[src/rtl/adc_capture_scheduler.sv]
// Paces conversion requests to an SPI ADC read engine, collects a fixed number of
// samples into a shift buffer and tracks the largest one, flagging timeouts and late replies.
module adc_capture_scheduler #(
  parameter int NUM_SAMPLES = 10,
  parameter int SAMPLE_W    = 12,
  parameter int INTERVAL    = 500,
  parameter int TIMEOUT     = 2000
) (
  input  logic                            clk,
  input  logic                            rst,
  input  logic                            start,
  input  logic                            abort,
  output logic                            conv_req,
  input  logic                            conv_done,
  input  logic [SAMPLE_W-1:0]             sample,
  output logic                            busy,
  output logic                            done,
  output logic                            err,
  output logic                            overrun,
  output logic [3:0]                      count,
  output logic [SAMPLE_W-1:0]             sample_max,
  output logic [NUM_SAMPLES*SAMPLE_W-1:0] storage
);

  localparam int STORE_W = NUM_SAMPLES * SAMPLE_W;
  localparam int TCNT_W  = $clog2(TIMEOUT + 1);

  localparam logic [TCNT_W-1:0] TICK_EARLY = TCNT_W'(INTERVAL - 2);
  localparam logic [TCNT_W-1:0] TICK_LAST  = TCNT_W'(INTERVAL - 1);
  localparam logic [TCNT_W-1:0] TMO_LAST   = TCNT_W'(TIMEOUT - 1);
  localparam logic [3:0]        FULL_COUNT = 4'(NUM_SAMPLES);

  typedef enum logic [2:0] {
    IDLE,
    REQ,
    WAIT_DONE,
    WAIT_TICK,
    DONE
  } state_t;

  state_t              state;
  state_t              state_nxt;
  logic [TCNT_W-1:0]   tcnt;
  logic [3:0]          count_inc;
  logic                capture;
  logic                clear;
  logic                set_err;
  logic                set_ovr;

  function automatic logic [SAMPLE_W-1:0] max_u(input logic [SAMPLE_W-1:0] a,
                                                 input logic [SAMPLE_W-1:0] b);
    return (b > a) ? b : a;
  endfunction

  function automatic logic [STORE_W-1:0] shift_in(input logic [STORE_W-1:0]  buf_in,
                                                  input logic [SAMPLE_W-1:0] s);
    return (buf_in << SAMPLE_W) | STORE_W'(s);
  endfunction

  assign count_inc = count + 4'd1;
  assign conv_req  = (state == REQ);
  assign done      = (state == DONE);
  assign busy      = (state != IDLE);

  always_comb begin
    state_nxt = state;
    capture   = 1'b0;
    clear     = 1'b0;
    set_err   = 1'b0;
    set_ovr   = 1'b0;
    case (state)
      IDLE: begin
        // start together with abort is treated as no request at all
        if (start && !abort) begin
          state_nxt = REQ;
          clear     = 1'b1;
        end
      end
      REQ: begin
        state_nxt = abort ? IDLE : WAIT_DONE;
      end
      WAIT_DONE: begin
        if (abort) begin
          state_nxt = IDLE;
        end else if (conv_done) begin
          capture = 1'b1;
          if (count_inc == FULL_COUNT) begin
            state_nxt = DONE;
          end else if (tcnt <= TICK_EARLY) begin
            state_nxt = WAIT_TICK;
          end else if (tcnt == TICK_LAST) begin
            state_nxt = REQ;
          end else begin
            state_nxt = REQ;
            set_ovr   = 1'b1;
          end
        end else if (tcnt == TMO_LAST) begin
          state_nxt = DONE;
          set_err   = 1'b1;
        end
      end
      WAIT_TICK: begin
        if (abort) begin
          state_nxt = IDLE;
        end else if (tcnt == TICK_LAST) begin
          state_nxt = REQ;
        end
      end
      DONE: begin
        state_nxt = IDLE;
      end
      default: begin
        state_nxt = IDLE;
      end
    endcase
  end

  // tcnt is zero during every REQ cycle, so it measures clocks since the last request
  always_ff @(posedge clk) begin
    if (!rst) begin
      state      <= IDLE;
      tcnt       <= '0;
      storage    <= '0;
      count      <= '0;
      sample_max <= '0;
      err        <= 1'b0;
      overrun    <= 1'b0;
    end else begin
      state <= state_nxt;
      if (state_nxt == REQ || state_nxt == IDLE) begin
        tcnt <= '0;
      end else begin
        tcnt <= tcnt + 1'b1;
      end
      if (clear) begin
        storage    <= '0;
        count      <= '0;
        sample_max <= '0;
        err        <= 1'b0;
        overrun    <= 1'b0;
      end else begin
        if (capture) begin
          storage    <= shift_in(storage, sample);
          count      <= count_inc;
          sample_max <= max_u(sample_max, sample);
        end
        if (set_err) begin
          err <= 1'b1;
        end
        if (set_ovr) begin
          overrun <= 1'b1;
        end
      end
    end
  end

endmodule

[config.mk]
export PLATFORM = sky130hd
export DESIGN_NAME = adc_capture_scheduler
export DESIGN_NICKNAME = d
export VERILOG_FILES = /design/src/rtl/adc_capture_scheduler.sv
export SDC_FILE = /design/constraint.sdc
export NUM_CORES = 1
export LEC_CHECK = 0
export CORE_ASPECT_RATIO = 0.7
export CORE_UTILIZATION = 53
export DETAILED_ROUTE_END_ITERATION = 8
export PLACE_DENSITY = 0.87
export SETUP_SLACK_MARGIN = 0.4
export SLEW_MARGIN = 15
export SYNTH_ARGS = -nofsm -noshare
export SYNTH_HDL_FRONTEND = slang
export SYNTH_SLANG_ARGS = --single-unit
[constraint.sdc]
create_clock -name clk -period 4.4 [get_ports clk]
set_input_delay 0.44 -clock clk [delete_from_list [all_inputs] [get_ports clk]]
set_output_delay 0.44 -clock clk [all_outputs]
set_load 0.02 [all_outputs]
==> After elaboration in Yosys (flattened, before gate mapping) <==
Cells that the tools add are included.
{ "totals": {"register_bits": 152, "wordCells": 55} }
{ "classes": {"n_addsub": 2, "order_cmp": 2, "n_eq_ne": 8, "mux": 25, "n_bitwise": 2, "reduce_logical": 9} }
{ "op_table": {"columns": ["cell", "n"], "rows": [
  ["$or A120 B12 Y120", 1],
  ["$mux W3", 7],
  ["$mux W1", 15],
  ["$gt A12 B12 Y1", 1],
  ["$pmux W3 S4", 1],
  ["$add A11 B1 Y11 const B", 1],
  ["$eq A11 B11 Y1 const B", 1],
  ["$eq A11 B9 Y1 const B", 1],
  ["$le A11 B9 Y1 const B", 1],
  ["$eq A3 B1 Y1 const B", 2],
  ["$eq A3 B2 Y1 const B", 2],
  ["$logic_not A3 Y1", 2],
  ["$add A4 B1 Y4 const B", 1],
  ["$eq A4 B4 Y1 const B", 1],
  ["$mux W2", 2],
  ["$reduce_or A2 Y1", 2],
  ["$eq A3 B3 Y1 const B", 1],
  ["$reduce_bool A3 Y1", 1],
  ["$reduce_and A2 Y1", 1],
  ["$logic_and A1 B1 Y1", 1],
  ["$logic_not A1 Y1", 1],
  ["$logic_or A1 B1 Y1", 1],
  ["$not A1 Y1", 1]
]} }

==> Longest topological paths before layout <==
{ "logic_depth": {"depth_word": 9, "ltp_mapped": 9, "mapped_depth_nobuf": 7} }

==> Least setup slack after synthesis <==
No wires, ideal clock.
{ "synth_timing": {"kind": "reg2reg", "startpoint": "register sample_max[11]", "endpoint": "register sample_max[10]", "t_arrival_ps": 1932, "t_required_ps": 4338, "path_slack_ps": 2406, "stages_incl_launch_ff": 9, "n_path_buf": 1, "period_less_slack_ps": 1994, "path_cell_list": "dfxtp_1 -> inv_1 -> ha_1 -> nand4_1 -> nor3_2 -> o31a_1 -> clkbuf_1 -> o2111ai_1 -> nand3_1"} }
{ "synth_between": {"elab_chain_len": 2} }
{ "synth_rtl": {"columns": ["item", "line_no", "source"], "rows": [
  ["from (decl)", "21", "output logic [SAMPLE_W-1:0] sample_max,"],
  ["from (signal assigned)", "145", "sample_max <= max_u(sample_max, sample);"],
  ["$gt A12 B12 Y1", "52", "return (b > a) ? b : a;"],
  ["$reduce_and A2 Y1 (no line)", null, null]
]} }
No other way between the ends.
A chain may end at the register's enable or synchronous reset.

==> Worst setup path after layout <==
{ "layout_timing": {"startpoint": "input abort", "endpoint": "register sample_max[0]"} }
{ "layout_between": {"elab_chain_len": 5, "word_cells_on_any_way": 8, "cone_classes": "4 x mux; 4 x reduce/logical"} }
{ "layout_rtl": {"columns": ["item", "line_no", "source"], "rows": [
  ["from (decl)", "12", "input logic abort,"],
  ["$logic_not A1 Y1", "74", "if (start && !abort) begin"],
  ["$logic_and A1 B1 Y1", "74", null],
  ["$mux W1", "74", null],
  ["$mux W1", "71", "case (state)"],
  ["$reduce_or A2 Y1 (no line)", null, null]
]} }
Several ways; a longest one is shown, not always the timed one.

==> summary.txt <==
Run
  • Max_cap viols: 0

Place
  • Final Wtd Congestion: 0.924
  • Pre-CTS setup slack: 1.66 ns
  • Area post-placement: 7650 sq um
  • DP HPWL: 10,900 um
  • Port bufs: 157

Timing
  • Min cycle time layout: 2.38 ns
  • Fmax: 420 MHz
  • Final setup margin: 2.02 ns
  • Final Slew Violations: 0
  • Final setup vio count: 0
  • Worst Skew: 0.00651 ns
  • Setup TNS: 0 ns
  • Slew headroom: 39.7%
  • Hold Vio Cnt, Final: 0
  • Slew at the pin closest to its max-slew limit: 0.905 ns
  • Final period util: 54.1%
  • Final hold slack: 0.457 ns
  • RSZ-0062 raised after global routing: no

Logic synthesis
  • Async set or reset register ratio after synthesis: 0%
  • Avg Cell Area, Syn: 8.18 sq um
  • Synthesized flop and latch total: 152
  • Yosys top cell area share: 49.6%
  • Compound-Gate Fraction of Synth Area: 15.5%
  • Synthesized Nets: 783
  • Largest area contributor in the netlist: dfxtp_1
  • Syn Inst Count: 750
  • Synth cell types: 46
  • Sequential fraction of the synthesis area: 49.6%
  • Synth Area in Adders: 3.26%
  • Most frequent cell after synthesis: nand2_1
  • Synth cell count leaders: nand2_1, dfxtp_1, a21oi_1
  • Synthesized cell area: 6130 sq um
  • Number of synthesized flops with an enable pin: 0
  • Area contributors post-synth: dfxtp_1, nand2_1, a21oi_1
  • Mux cell area share after synthesis: 0%
  • Yosys warns: 0
  • Simple-gate share of the synthesized area: 23.6%
  • Main combinational cell family by area after synthesis: simple AND/OR/NAND/NOR gates
  • Most common flop cell mapped by yosys: dfxtp_1
  • Post-Synth XOR/XNOR Area: 1.71%

Die
  • Initial core utilization: 55.1%
  • Core footprint: 11,100 sq um
  • Die Area: 12,000 sq um
  • DIE HEIGHT: 92.0 um
  • # IOs: 158
  • FP Rows: 32
  • Die X: 131 um

Worst setup path
  • Max incr delay on CP: 0.65 ns
  • Crit path capture type: flip-flop
  • WP data arrival: 2.67 ns
  • Critical path launch point type: input pin
  • Flop-to-flop setup slack: 2.06 ns
  • CP Max Fanout: 57
  • Critical Path, Cell by Cell: clkdlybuf4s50_1 -> nor4b_4 -> nand2_4 -> a31oi_4 -> nand3b_1 -> nand3_1
  • Critical-path top delay cell: a31oi_4
  • Crit path buffers/inverters: 1
  • WP data required: 4.69 ns
  • Worst path top cell family by delay: simple AND/OR/NAND/NOR gates
  • Critical Path Start: abort
  • Critical path class: in2reg
  • Reg2reg start: state[1]

Clock tree
  • CTS Buffer Depth: 2
  • CTS resizes: 0
  • CTS H-Tree Depth: 4
  • CTS Hold Buffers Added: 0
  • CTS Buf Count: 17
  • Clk slew on worst S/H paths: 0.06 ns
  • Setup bufs post-CTS: 0
  • Root buffer cell: clkbuf_16
  • Clk_lat worst skew: 0.41 ns
  • Clock sinks: 152
  • CTS tree: yes

Routing
  • DR vias: 5,706
  • Pre-antenna DRT Iters: 5
  • Post-Route WL: 16,400 um
  • Drt drc: 0
  • DR iter-0 viols: 412
  • DR WL/cell: 15.7 um
  • DR vias/cell: 5.46
  • Antenna Nets Post-Route: 0

Power
  • Peak supply drop: 0.355 mV
  • P_leak: 2.70 nW
  • Pwr dens: 365 nW/um^2

Final layout
  • Fraction of layout cells with a size suffix above 1: 5.26%
  • Area Overhead vs Synth: 35.2%
  • Core Util, Final: 74.5%
  • Diode count: 0
  • Final Net Count: 913
  • Post-route cell area: 8290 sq um

GRT
  • GRT overflow: 0
  • Tot GR Track Use: 28.3%
  • First-pass GRT wire length: 26,700 um
  • Largest net degree at the start of global routing: 75
  • Vias in the first global route: 5,331
  • Initial antenna violation count: 0

Status
  • Run status: completed

Hold path
  • Hold Crit Start: storage[108]
  • Min-delay worst type: reg2reg
tightest hold or removal path, cell delays in order, from the launching register on:
cell and delay (ns):
dfxtp_1 0.31, nand2_1 0.05, a21oi_1 0.05
report_power, final:
part / internal (mW) / switching, mW
combinational: 0.0340 / 0.0687
sequential: 1.38 / 0.00247
clock: 0.972 / 0.572
total: 2.38 / 0.644
final cells by class:
type / instances / area (sq um)
clock buffers: 19 / 443
clock inverters: 13 / 198
fillers: 864 / 2840
inverters: 17 / 63.8
multi-input cells: 529 / 2710
flip-flops and latches: 152 / 3040
well taps: 153 / 191
repair buffers: 163 / 1640
cell usage in the layout, fill, tap and decap left out, types with 2 or more instances in the layout:
master           count
and4_1               2
dfxtp_1            152
nand3b_1             2
o21ai_0              3
ha_1                16
clkbuf_16           17
o21a_1               2
a21oi_1            136
and3_1               3
nor3b_1              3
nor3_1               2
or3_1               12
nand3_1             19
nor4_1               2
nand2b_1             2
o2111ai_1           12
clkinv_4             8
a31oi_1              2
a211oi_1             2
nor2_1              13
bufinv_16            4
xnor2_1              8
xor2_1               4
buf_4                4
nand2_1            249
clkdlybuf4s50_1    157
buf_12               2
nand4_1             14
or2_2                2
inv_1               17
path summary, 6_finish.rpt:
kind,depth (start not counted),end
setup / recovery,6,sample_max[0]
hold / removal,2,storage[108]
setup reg to reg,5,sample_max[0]
hold reg to reg,2,storage[108]
cells by family (layout without fill, tap and decap cells):
kind of cell,count (synthesis),in the layout
AO/OA/AOI/OAI,167,167
XOR/XNOR,12,12
adder cells (fa/ha/maj),16,16
buffers and inverters,69,212
flip-flops,152,152
AND/OR/NAND/NOR,334,334
flip-flops by register name (all words and copies together) (netlist names):
| name | cells |
|---|---|
| storage | 120 |
| state | 3 |
| overrun | 1 |
| err | 1 |
| count | 4 |
| sample_max | 12 |
| tcnt | 11 |
through the flow:
stage / power [mW] / std cells
2_1_floorplan: 1.48 / 750
3_3_place_gp: 1.51 / 1014
3_5_place_dp: 1.51 / 1014
4_1_cts: 3.04 / 1046
5_1_grt: 3.12 / 1046
6_report: 3.03 / 1046
metal layers:
metal	track usage, %	vias up	routed length (um)
li1	-	2780	-
met4	7.18	0	184
met2	44.3	193	7480
met1	37.6	2717	7390
met5	0	-	0
met3	8.87	16	1370
Note: power is estimated with default switching activity, not from simulation.
